<file path="src/rtl/spie_engine.sv">
// SPI mode-0 shift engine: serialises 8/16/32-bit words with selectable byte order
// and deserialises MISO into a receive word reordered to match the transmit layout.
module spie_engine #(
  parameter int clock_freq = 50_000_000,
  parameter int slow_freq  = 400_000,
  parameter int fast_freq  = 10_000_000
) (
  input  logic        clk,
  input  logic        rst,
  input  logic        fast,
  input  logic [1:0]  datawidth,
  input  logic        msbytefirst,
  input  logic        start,
  input  logic [31:0] dataTx,
  output logic [31:0] dataRx,
  output logic        rdy,
  output logic        sclk,
  output logic        mosi,
  input  logic        miso
);

  localparam int half_slow_raw = clock_freq / (2 * slow_freq);
  localparam int half_fast_raw = clock_freq / (2 * fast_freq);
  localparam int half_slow     = (half_slow_raw < 1) ? 1 : half_slow_raw;
  localparam int half_fast     = (half_fast_raw < 1) ? 1 : half_fast_raw;

  typedef enum logic [1:0] {IDLE, LOW, HIGH, DONE} state_t;

  state_t      state_reg, state_next;
  logic [31:0] half_reg;
  logic [31:0] cnt_reg;
  logic [4:0]  bit_reg;
  logic [1:0]  width_reg;
  logic        msb_reg;
  logic [31:0] tx_reg;
  logic [31:0] rx_reg;
  logic [31:0] data_rx_reg;

  logic [4:0]  last_bit;
  logic        phase_end;
  logic [31:0] tx_load;
  logic [31:0] rx_word;

  assign phase_end = (cnt_reg == half_reg - 32'd1);

  always_comb begin
    last_bit = 5'd7;
    case (width_reg)
      2'b01:   last_bit = 5'd31;
      2'b10:   last_bit = 5'd15;
      default: last_bit = 5'd7;
    endcase
  end

  // The shift register always emits bit 31 first, so the word is pre-arranged
  // into wire order (first byte at the top) when the transfer is latched.
  always_comb begin
    tx_load = {dataTx[7:0], 24'd0};
    case (datawidth)
      2'b01: tx_load = msbytefirst ? dataTx
                       : {dataTx[7:0], dataTx[15:8], dataTx[23:16], dataTx[31:24]};
      2'b10: tx_load = msbytefirst ? {dataTx[15:0], 16'd0}
                       : {dataTx[7:0], dataTx[15:8], 16'd0};
      default: tx_load = {dataTx[7:0], 24'd0};
    endcase
  end

  // Received bits land in wire order (first byte highest); undo the byte order here.
  always_comb begin
    rx_word = {24'd0, rx_reg[7:0]};
    case (width_reg)
      2'b01: rx_word = msb_reg ? rx_reg
                       : {rx_reg[7:0], rx_reg[15:8], rx_reg[23:16], rx_reg[31:24]};
      2'b10: rx_word = msb_reg ? {16'd0, rx_reg[15:0]}
                       : {16'd0, rx_reg[7:0], rx_reg[15:8]};
      default: rx_word = {24'd0, rx_reg[7:0]};
    endcase
  end

  always_comb begin
    state_next = state_reg;
    case (state_reg)
      IDLE: if (start) state_next = LOW;
      LOW:  if (phase_end) state_next = HIGH;
      HIGH: if (phase_end) state_next = (bit_reg == last_bit) ? DONE : LOW;
      DONE: state_next = IDLE;
      default: state_next = IDLE;
    endcase
  end

  always_ff @(posedge clk) begin
    if (rst) begin
      state_reg   <= IDLE;
      half_reg    <= 32'd0;
      cnt_reg     <= 32'd0;
      bit_reg     <= 5'd0;
      width_reg   <= 2'b00;
      msb_reg     <= 1'b0;
      tx_reg      <= 32'd0;
      rx_reg      <= 32'd0;
      data_rx_reg <= 32'd0;
    end else begin
      state_reg <= state_next;
      case (state_reg)
        IDLE: begin
          if (start) begin
            half_reg  <= fast ? 32'(half_fast) : 32'(half_slow);
            width_reg <= datawidth;
            msb_reg   <= msbytefirst;
            tx_reg    <= tx_load;
            rx_reg    <= 32'd0;
            bit_reg   <= 5'd0;
            cnt_reg   <= 32'd0;
          end
        end
        LOW: begin
          if (phase_end) begin
            cnt_reg <= 32'd0;
            rx_reg  <= {rx_reg[30:0], miso};
          end else begin
            cnt_reg <= cnt_reg + 32'd1;
          end
        end
        HIGH: begin
          if (phase_end) begin
            cnt_reg <= 32'd0;
            if (bit_reg != last_bit) begin
              bit_reg <= bit_reg + 5'd1;
              tx_reg  <= {tx_reg[30:0], 1'b0};
            end
          end else begin
            cnt_reg <= cnt_reg + 32'd1;
          end
        end
        DONE: data_rx_reg <= rx_word;
        default: ;
      endcase
    end
  end

  assign rdy    = (state_reg == IDLE);
  assign sclk   = (state_reg == HIGH);
  assign mosi   = (state_reg == LOW || state_reg == HIGH) ? tx_reg[31] : 1'b1;
  assign dataRx = data_rx_reg;

endmodule
</file>
<file path="config.mk">
export PLATFORM = sky130hd
export DESIGN_NAME = spie_engine
export DESIGN_NICKNAME = d
export VERILOG_FILES = /design/src/rtl/spie_engine.sv
export SDC_FILE = /design/constraint.sdc
export NUM_CORES = 1
export LEC_CHECK = 0
export CORE_ASPECT_RATIO = 0.8
export CORE_UTILIZATION = 62
export CTS_CLUSTER_SIZE = 20
export DETAILED_ROUTE_END_ITERATION = 10
export PLACE_DENSITY = 0.94
export SETUP_SLACK_MARGIN = 0.2
export SKIP_CTS_REPAIR_TIMING = 1
export SYNTH_ARGS = -nofsm -noshare
export SYNTH_HDL_FRONTEND = slang
export SYNTH_SLANG_ARGS = --single-unit
export TNS_END_PERCENT = 5
</file>
<file path="constraint.sdc">
create_clock -name clk -period 4.1 [get_ports clk]
set_clock_uncertainty 0.15 [all_clocks]
set_input_delay 0.82 -clock clk [delete_from_list [all_inputs] [get_ports clk]]
set_output_delay 0.82 -clock clk [all_outputs]
set_load 0.005 [all_outputs]
</file>
# --- Yosys cells after proc, flatten, opt, wreduce, memory -nomap -nowiden ---
# Index checks and enable logic that the tools add are counted.
word_totals:
  regBits: 170
  latch_bits: 0
  mem_bits_rw: 0
  mem_bits_ro: 0
  wordCells: 64
  memories: 0
classes:
  addsub: 3
  multipliers: 0
  div: 0
  magnitude_cmp: 0
  n_eq_ne: 14
  n_shift: 0
  muxes: 27
  bitwise: 0
  n_reduce_logical: 11
op_table:
  columns: ["cell", "n"]
  rows:
  - ["$pmux 32 s2", 5]
  - ["$mux 32", 9]
  - ["$add 32x1->32 const B", 1]
  - ["$eq 32x32->1", 1]
  - ["$sub 32x1->32 const B", 1]
  - ["$pmux 5 s2", 2]
  - ["$mux 16", 1]
  - ["$mux 5", 3]
  - ["$eq 2x2->1 const B", 4]
  - ["$mux 2", 4]
  - ["$pmux 2 s4", 1]
  - ["$eq 2x1->1 const B", 3]
  - ["$mux 6", 1]
  - ["$reduce_and 3->1", 2]
  - ["$reduce_bool 2->1", 3]
  - ["$add 5x1->5 const B", 1]
  - ["$eq 5x5->1", 1]
  - ["$ne 5x5->1", 1]
  - ["$ne 2x1->1 const B", 2]
  - ["$ne 2x2->1 const B", 2]
  - ["$reduce_and 2->1", 2]
  - ["$reduce_and 4->1", 1]
  - ["$logic_not 2->1", 1]
  - ["$reduce_or 2->1", 1]
  - ["other kinds (2)", 2]

# --- Logic depth before layout (Yosys ltp) ---
# Gate-level depths: netlist of the first run.
logic_depth:
  depth_word: 6
  ltp_mapped: 11
  mapped_depth_nobuf: 8

# --- Worst setup path after synthesis of the first run ---
# Ideal clock, no wire load.
synth_path:
  path_kind: "input to register"
  start: "input port datawidth[0]"
  end: "register tx_reg[19]"
  setup_time_ns: 0.058
  arrival_time_ns: 2.406
  slack_ns: 1.485
  cell_stages: 9
  cell_sequence: "inv_1 -> ha_1 -> nor2_2 -> nand2_1 -> clkbuf_1 -> o22ai_1 -> a21oi_1 -> a2111oi_0 -> a31o_2"
synth_via:
  elab_chain_cells: 4
  elab_cells_between_ends: 5
synth_rtl:
  columns: ["element", "line", "rtl"]
  rows:
  - ["start, declared", "11", "input logic [1:0] datawidth,"]
  - ["$eq 2x2->1 / $eq 2x1->1 (equally long branches)", "59", "case (datawidth)"]
  - ["$pmux 32 s2 *", "59", null]
  - ["$mux 32 *", "106", "if (start) begin"]
  - ["$pmux 32 s2 *", "104", "case (state_reg)"]
  - ["end signal, assigned", "110", "tx_reg <= tx_load;"]
  - ["end signal, assigned", "129", "tx_reg <= {tx_reg[30:0], 1'b0};"]
  - ["end, declared", "35", "logic [31:0] tx_reg;"]
# Every way passes the cells marked *; elsewhere a longest branch is shown, timed or not. The select of a mux whose other input is x is not followed.
# A chain may end at the register's enable or synchronous reset.

# --- Final worst setup path of the first run ---
layout_path:
  start: "register state_reg[1]"
  end: "output port mosi"
layout_via:
  elab_chain_cells: 3
  elab_cells_between_ends: 4
layout_rtl:
  columns: ["element", "line", "rtl"]
  rows:
  - ["start, declared", "29", "state_t state_reg, state_next;"]
  - ["start signal, assigned", "103", "state_reg <= state_next;"]
  - ["$eq 2x1->1 / $eq 2x2->1 (equally long branches)", "143", "assign mosi = (state_reg == LOW || state_reg == HIGH) ? tx_reg[31] : 1'b1;"]
  - ["$logic_or 1x1->1 *", "143", null]
  - ["$mux 1 *", "143", null]
  - ["end, declared", "18", "output logic mosi,"]
# Every way passes the cells marked *; elsewhere a longest branch is shown, timed or not.

==> results of run 1 <==
## layout by cell type (no fill, tap or decap), types with 3 or more instances in the layout
| cell type | Yosys | routed |
|---|---|---|
| a31o_1 | 5 | 5 |
| nor2b_1 | 28 | 28 |
| xnor2_1 | 8 | 8 |
| inv_1 | 30 | 30 |
| a22oi_1 | 16 | 16 |
| nand2_1 | 104 | 104 |
| a2111oi_0 | 8 | 8 |
| o22ai_1 | 31 | 31 |
| a211oi_1 | 39 | 39 |
| a31oi_1 | 16 | 16 |
| a21oi_1 | 50 | 50 |
| nor3_1 | 25 | 25 |
| inv_6 | 0 | 3 |
| nor4_1 | 7 | 7 |
| nor3b_1 | 3 | 3 |
| a21o_1 | 18 | 18 |
| a22o_1 | 8 | 8 |
| clkbuf_16 | 0 | 17 |
| and3_1 | 9 | 9 |
| or4_1 | 3 | 3 |
| o21ai_0 | 23 | 23 |
| a31o_2 | 4 | 4 |
| and2_1 | 11 | 11 |
| nor2_1 | 58 | 58 |
| o211ai_1 | 8 | 8 |
| nand3_1 | 57 | 57 |
| ha_1 | 12 | 12 |
| clkinvlp_4 | 0 | 5 |
| nand3b_1 | 3 | 3 |
| xor2_1 | 14 | 14 |
| nand4_1 | 20 | 20 |
| nand2b_1 | 3 | 3 |
| nor4_2 | 4 | 4 |
| buf_4 | 3 | 18 |
| clkdlybuf4s50_1 | 0 | 72 |
| or3_1 | 4 | 4 |
| dfxtp_1 | 140 | 140 |
| mux2i_1 | 83 | 83 |
## critical path, cell delays in order, from the launching register on
cell and delay (ns):
dfxtp_1 0.42, inv_1 0.10, ha_1 0.67, nand2b_1 0.14, clkdlybuf4s50_1 0.48
## stage by stage
step / instance area, sq um / cells / total power, mW
detailed placement: 8570 / 1142 / 3.11
floorplan: 7840 / 963 / 2.73
global placement: 8570 / 1142 / 3.07
CTS: 9160 / 1173 / 4.64
finish: 9160 / 1173 / 4.69
global route: 9160 / 1173 / 4.86
## power by group
group          internal (mW)  total [mW]  switching (mW)  leakage, nW
logic                  0.554        1.55           0.998         1.83
clock network          0.912        1.54           0.624        0.271
registers               1.51        1.60          0.0899         1.13
## area by class of cell
| cell class | instances | area share (%) |
|---|---|---|
| Timing Repair Buffer | 91 | 9.40 |
| Clock inverter | 13 | 1.56 |
| Multi-Input combinational cell | 708 | 50.0 |
| Clock buffer | 18 | 4.80 |
| Sequential cell | 140 | 30.6 |
| Tap cell | 171 | 2.34 |
| Inverter | 32 | 1.31 |
## routing by layer
layer / global-route usage, % / share of wire (%) / routed length, um
met5: 0 / 0 / 0
met1: 46.8 / 42 / 9270
met3: 7.94 / 10 / 2220
met2: 52.1 / 45 / 9800
met4: 13.9 / 3.0 / 667
## cells by family after synthesis
kind of cell	Yosys count
fa+ha+maj	12
xor+xnor	22
flops	140
mux	85
simple gates	350
compound gates	239
buf+inv	115
## synth_stat cells, types with 3 or more instances
master     count
dfxtp_1      140
nand2_1      104
mux2i_1       83
clkbuf_1      58
nor2_1        58
nand3_1       57
a21oi_1       50
a211oi_1      39
o22ai_1       31
inv_1         30
nor2b_1       28
nor3_1        25
o21ai_0       23
nand4_1       20
a21o_1        18
a22oi_1       16
a31oi_1       16
xor2_1        14
buf_2         13
ha_1          12
and2_1        11
and3_1         9
a2111oi_0      8
a22o_1         8
o211ai_1       8
xnor2_1        8
nor4_1         7
buf_1          6
a31o_1         5
a31o_2         4
nor4_2         4
or3_1          4
buf_4          3
buf_6          3
nand2b_1       3
nand3b_1       3
nor3b_1        3
or4_1          3
## worst max-delay path by stage
stage,cells past startpoint,to
6_report,4,mosi
2_1_floorplan,9,tx_reg[19]
4_1_cts,4,sclk
3_3_place_gp,9,tx_reg[21]
3_5_place_dp,9,tx_reg[21]
5_1_grt,9,bit_reg[3]
==> impl_metrics.env, run 1 <==
export IMPL_cts_root_buf="clkbuf_16"
export IMPL_layout_nets=1042
export IMPL_avgRoutedWirePerCell_um=18.7
export IMPL_fin_crit_ns=3.20
export IMPL_multiInputGateArea_sq_um=4580
export IMPL_r2r_end="bit_reg[3]"
export IMPL_cp_max_fo=11
export IMPL_synth_cells=963
export IMPL_ant_nets=0
export IMPL_regToRegSetupSlack_ns=0.90
export IMPL_dr_pass1_iters=6
export IMPL_hpwl_mm=13.8
export IMPL_gp_congestion=0.942
export IMPL_netlist_area_sq_um=7840
export IMPL_ctsLongestPathBuffers=2
export IMPL_vias=7786
export IMPL_grt_ovfl_total=0
export IMPL_syn_nets=1015
export IMPL_synth_top_family_by_area="simple AND/OR/NAND/NOR gates"
export IMPL_avgSynthCellArea_sq_um=8.14
export IMPL_via_per_inst=6.64
export IMPL_post_route_period_util_pct=78.1
export IMPL_hold_slack_ns=0.315
export IMPL_drc=0
export IMPL_portBuffers=74
export IMPL_ir_drop_uv=558
export IMPL_cts_max_level=4
export IMPL_setup_ws_ns=0.896
export IMPL_grt_pass1_vias=7033
export IMPL_hold_viol=0
export IMPL_synth_compound_gate_area_share_pct=20.5
export IMPL_outcome="complete, no violations"
export IMPL_area_growth_pct=16.8
export IMPL_cts_clk_slew_worst_paths_ns=0.06
export IMPL_power_density_nw_per_um2=512
export IMPL_register_area_sq_um=2800
export IMPL_synthTopCellsByArea="dfxtp_1, mux2i_1, nand2_1"
export IMPL_worst_pin_slew_ns=1.08
export IMPL_routed_wl_mm=22.0
export IMPL_antenna_found_initial=0
export IMPL_fill_cells=844
export IMPL_grt_max_degree=101
export IMPL_worstHoldEndpoint="tx_reg[12]"
export IMPL_hold_class="reg2reg"
export IMPL_drive_gt1_share_pct=6.99
export IMPL_rsz0062_at_grt="false"
export IMPL_r2r_start="half_reg[1]"
export IMPL_antennaDiodeCount=0
export IMPL_relSlewSlack_pct=27.7
export IMPL_grtUsageTotal_pct=34.2
export IMPL_synth_top_area_cell="dfxtp_1"
export IMPL_die_area_sq_um=13100
export IMPL_io_pins=75
export IMPL_synth_xor_area_share_pct=2.46
export IMPL_cts_tree="yes"
export IMPL_grt_pass1_wl_mm=35.5
export IMPL_end_kind="output port"
export IMPL_yosysTopAreaCellShare_pct=35.7
export IMPL_core_area_sq_um=12300
export IMPL_fin_tns_setup_ns=0
export IMPL_synth_simple_area_share_pct=22.3
export IMPL_cts_buffers=17
export IMPL_synthMuxAreaShare_pct=10.9
export IMPL_synth_edf_count=0
export IMPL_ys_seq_elements=140
export IMPL_arrival_ns=2.23
export IMPL_pre_cts_slack_ns=0.756
export IMPL_drt_iter0_drc=937
export IMPL_ys_seq_area_share_pct=35.7
export IMPL_criticalPathCategory="reg2out"
export IMPL_hold_start="tx_reg[12]"
export IMPL_hold_path_depth=2
export IMPL_start_kind="register"
export IMPL_p_leak_nw=3.24
export IMPL_synthFlopType="dfxtp_1"
export IMPL_start_util_pct=64.0
export IMPL_die_h_um=103
export IMPL_fmax_ghz=0.312
export IMPL_worstRegToRegCells=8
export IMPL_fp_dieW_um=128
export IMPL_ys_warn_count=0
export IMPL_synth_cell_types=63
export IMPL_slew_viol_final=0
export IMPL_crit_required_ns=3.13
export IMPL_setup_viol=0
export IMPL_maxCapViolations=0
export IMPL_synthArstFlopShare_pct=0
export IMPL_synth_fa_ha_area_share_pct=1.91
export IMPL_clock_sinks=140
export IMPL_num_rows=36
export IMPL_final_util_pct=74.7
export IMPL_startpoint="state_reg[1]"
export IMPL_worstSkewPairLatency_ns=0.42
Note: power is estimated with default switching activity, not from simulation.
==> inputs of run 2 (changes only) <==
- CORE_UTILIZATION: 62 -> 58
- PLACE_DENSITY: 0.94 -> 0.9
- clock period: 4.1 -> 3.2 ns (I/O delays scaled with it)
==> run 2 against run 1 <==
Cell area increased by 1.5%; global-route usage decreased by 2.9 points; sequential cell count is the same; die area increased by 6.8%; largest cell class unchanged.
==> impl_metrics.env, run 2 (synthesis results as in run 1) <==
export IMPL_gp_congestion=0.891
export IMPL_grtUsageTotal_pct=31.3
export IMPL_ctsLongestPathBuffers=2
export IMPL_portBuffers=74
export IMPL_layout_nets=1054
export IMPL_ir_drop_uv=520
export IMPL_placed_cells=1156
export IMPL_fp_dieW_um=132
export IMPL_finalNonFillerCells=1190
export IMPL_cts_buffers=17
export IMPL_fmax_ghz=0.337
export IMPL_hold_slack_ns=0.315
export IMPL_start_util_pct=60.3
export IMPL_fin_crit_ns=2.96
export IMPL_grt_max_degree=95
export IMPL_worstRegToRegCells=8
export IMPL_setup_viol=0
export IMPL_io_pins=75
export IMPL_fin_tns_setup_ns=0
export IMPL_hold_viol=0
export IMPL_crit_required_ns=3.43
export IMPL_start_kind="register"
export IMPL_clock_sinks=140
export IMPL_cts_tree="yes"
export IMPL_core_area_sq_um=13000
export IMPL_regToRegSetupSlack_ns=0.24
export IMPL_avgRoutedWirePerCell_um=18.7
export IMPL_outcome="complete, no violations"
export IMPL_die_area_sq_um=14000
export IMPL_rsz0062_at_grt="false"
export IMPL_vias=7772
export IMPL_arrival_ns=3.19
export IMPL_slew_viol_final=0
export IMPL_grt_ovfl_total=0
export IMPL_hold_start="tx_reg[27]"
export IMPL_final_cell_mix="dfxtp_1, nand2_1, mux2i_1, clkdlybuf4s50_1, nor2_1"
export IMPL_die_h_um=106
export IMPL_routed_wl_mm=22.3
export IMPL_worstSkewPairLatency_ns=0.43
export IMPL_relSlewSlack_pct=30.4
export IMPL_use_met1_pct=44.3
export IMPL_antenna_found_initial=0
export IMPL_grt_pass1_wl_mm=35.2
export IMPL_criticalPathCategory="reg2reg"
export IMPL_drc=0
export IMPL_hold_path_depth=2
export IMPL_grt_use_met3_pct=7.34
export IMPL_worst_pin_slew_ns=1.04
export IMPL_area_growth_pct=18.5
export IMPL_grt_busiest_layer="met2"
export IMPL_cp_max_fo=8
export IMPL_worstHoldEndpoint="tx_reg[27]"
export IMPL_cts_max_level=4
export IMPL_grt_pass1_vias=6956
export IMPL_final_util_pct=71.4
export IMPL_cts_root_buf="clkbuf_16"
export IMPL_ant_nets=0
export IMPL_drive_gt1_share_pct=8.28
export IMPL_r2r_start="half_reg[1]"
export IMPL_final_common_cell="dfxtp_1"
export IMPL_drt_iter0_drc=1241
export IMPL_p_leak_nw=3.30
export IMPL_hpwl_mm=14.2
export IMPL_via_per_inst=6.53
export IMPL_antennaDiodeCount=0
export IMPL_end_kind="register"
export IMPL_maxCapViolations=0
export IMPL_power_density_nw_per_um2=647
export IMPL_num_rows=37
export IMPL_cts_clk_slew_worst_paths_ns=0.07
export IMPL_dr_pass1_iters=6
export IMPL_use_met2_pct=45.9
export IMPL_post_route_period_util_pct=92.6
export IMPL_hold_class="reg2reg"
export IMPL_r2r_end="tx_reg[21]"
[run 2: routing by layer]
layer / vias up / share of wire, % / routed length [um]
met5: - / 0 / 0
met4: 0 / 2.2 / 480
met3: 47 / 10 / 2330
met2: 491 / 44 / 9780
met1: 3647 / 44 / 9700
li1: 3587 / - / -
[run 2: report_power, final]
group          leakage (nW)  total, mW  switching, mW  internal, mW
Sequential             1.13       2.04          0.102          1.93
Clock                 0.260       1.88          0.859          1.02
Combinational          1.90       2.10           1.30         0.795
[run 2: worst max-delay path, cell delays in order (launching register included)]
cell and delay (ns):
dfxtp_1 0.37, inv_1 0.08, ha_1 0.30, or3_1 0.39
a211oi_4 0.39, o221ai_4 0.27, buf_4 0.25, a2111oi_0 0.52
a31o_2 0.19
[run 2: final cells by class]
class	count	area (sq um)
Multi-Input combinational cell	709	4610
Clock inverter	15	134
Sequential cell	140	2800
Fill cell	946	3720
Timing Repair Buffer	102	981
Clock buffer	17	425
Tap cell	175	219
Inverter	32	120
[run 2: worst max path at each step]
stage,start,endpoint,cells past startpoint
after global routing,half_reg[1],tx_reg[21],8
after CTS,half_reg[1],tx_reg[3],8
final,half_reg[1],tx_reg[21],8
after detailed placement,datawidth[0],tx_reg[21],9
after global placement,datawidth[0],tx_reg[21],9
after floorplan,state_reg[0],bit_reg[1],10
[run 2: metrics by stage]
stage | area, sq um | total power [mW] | setup WS (ns)
floorplan | 7840 | 3.49 | 0.727
global placement | 8690 | 4.04 | 0.273
detailed placement | 8690 | 4.07 | 0.0346
CTS | 9250 | 5.95 | 0.308
global route | 9290 | 6.27 | 0.218
finish | 9290 | 6.01 | 0.236
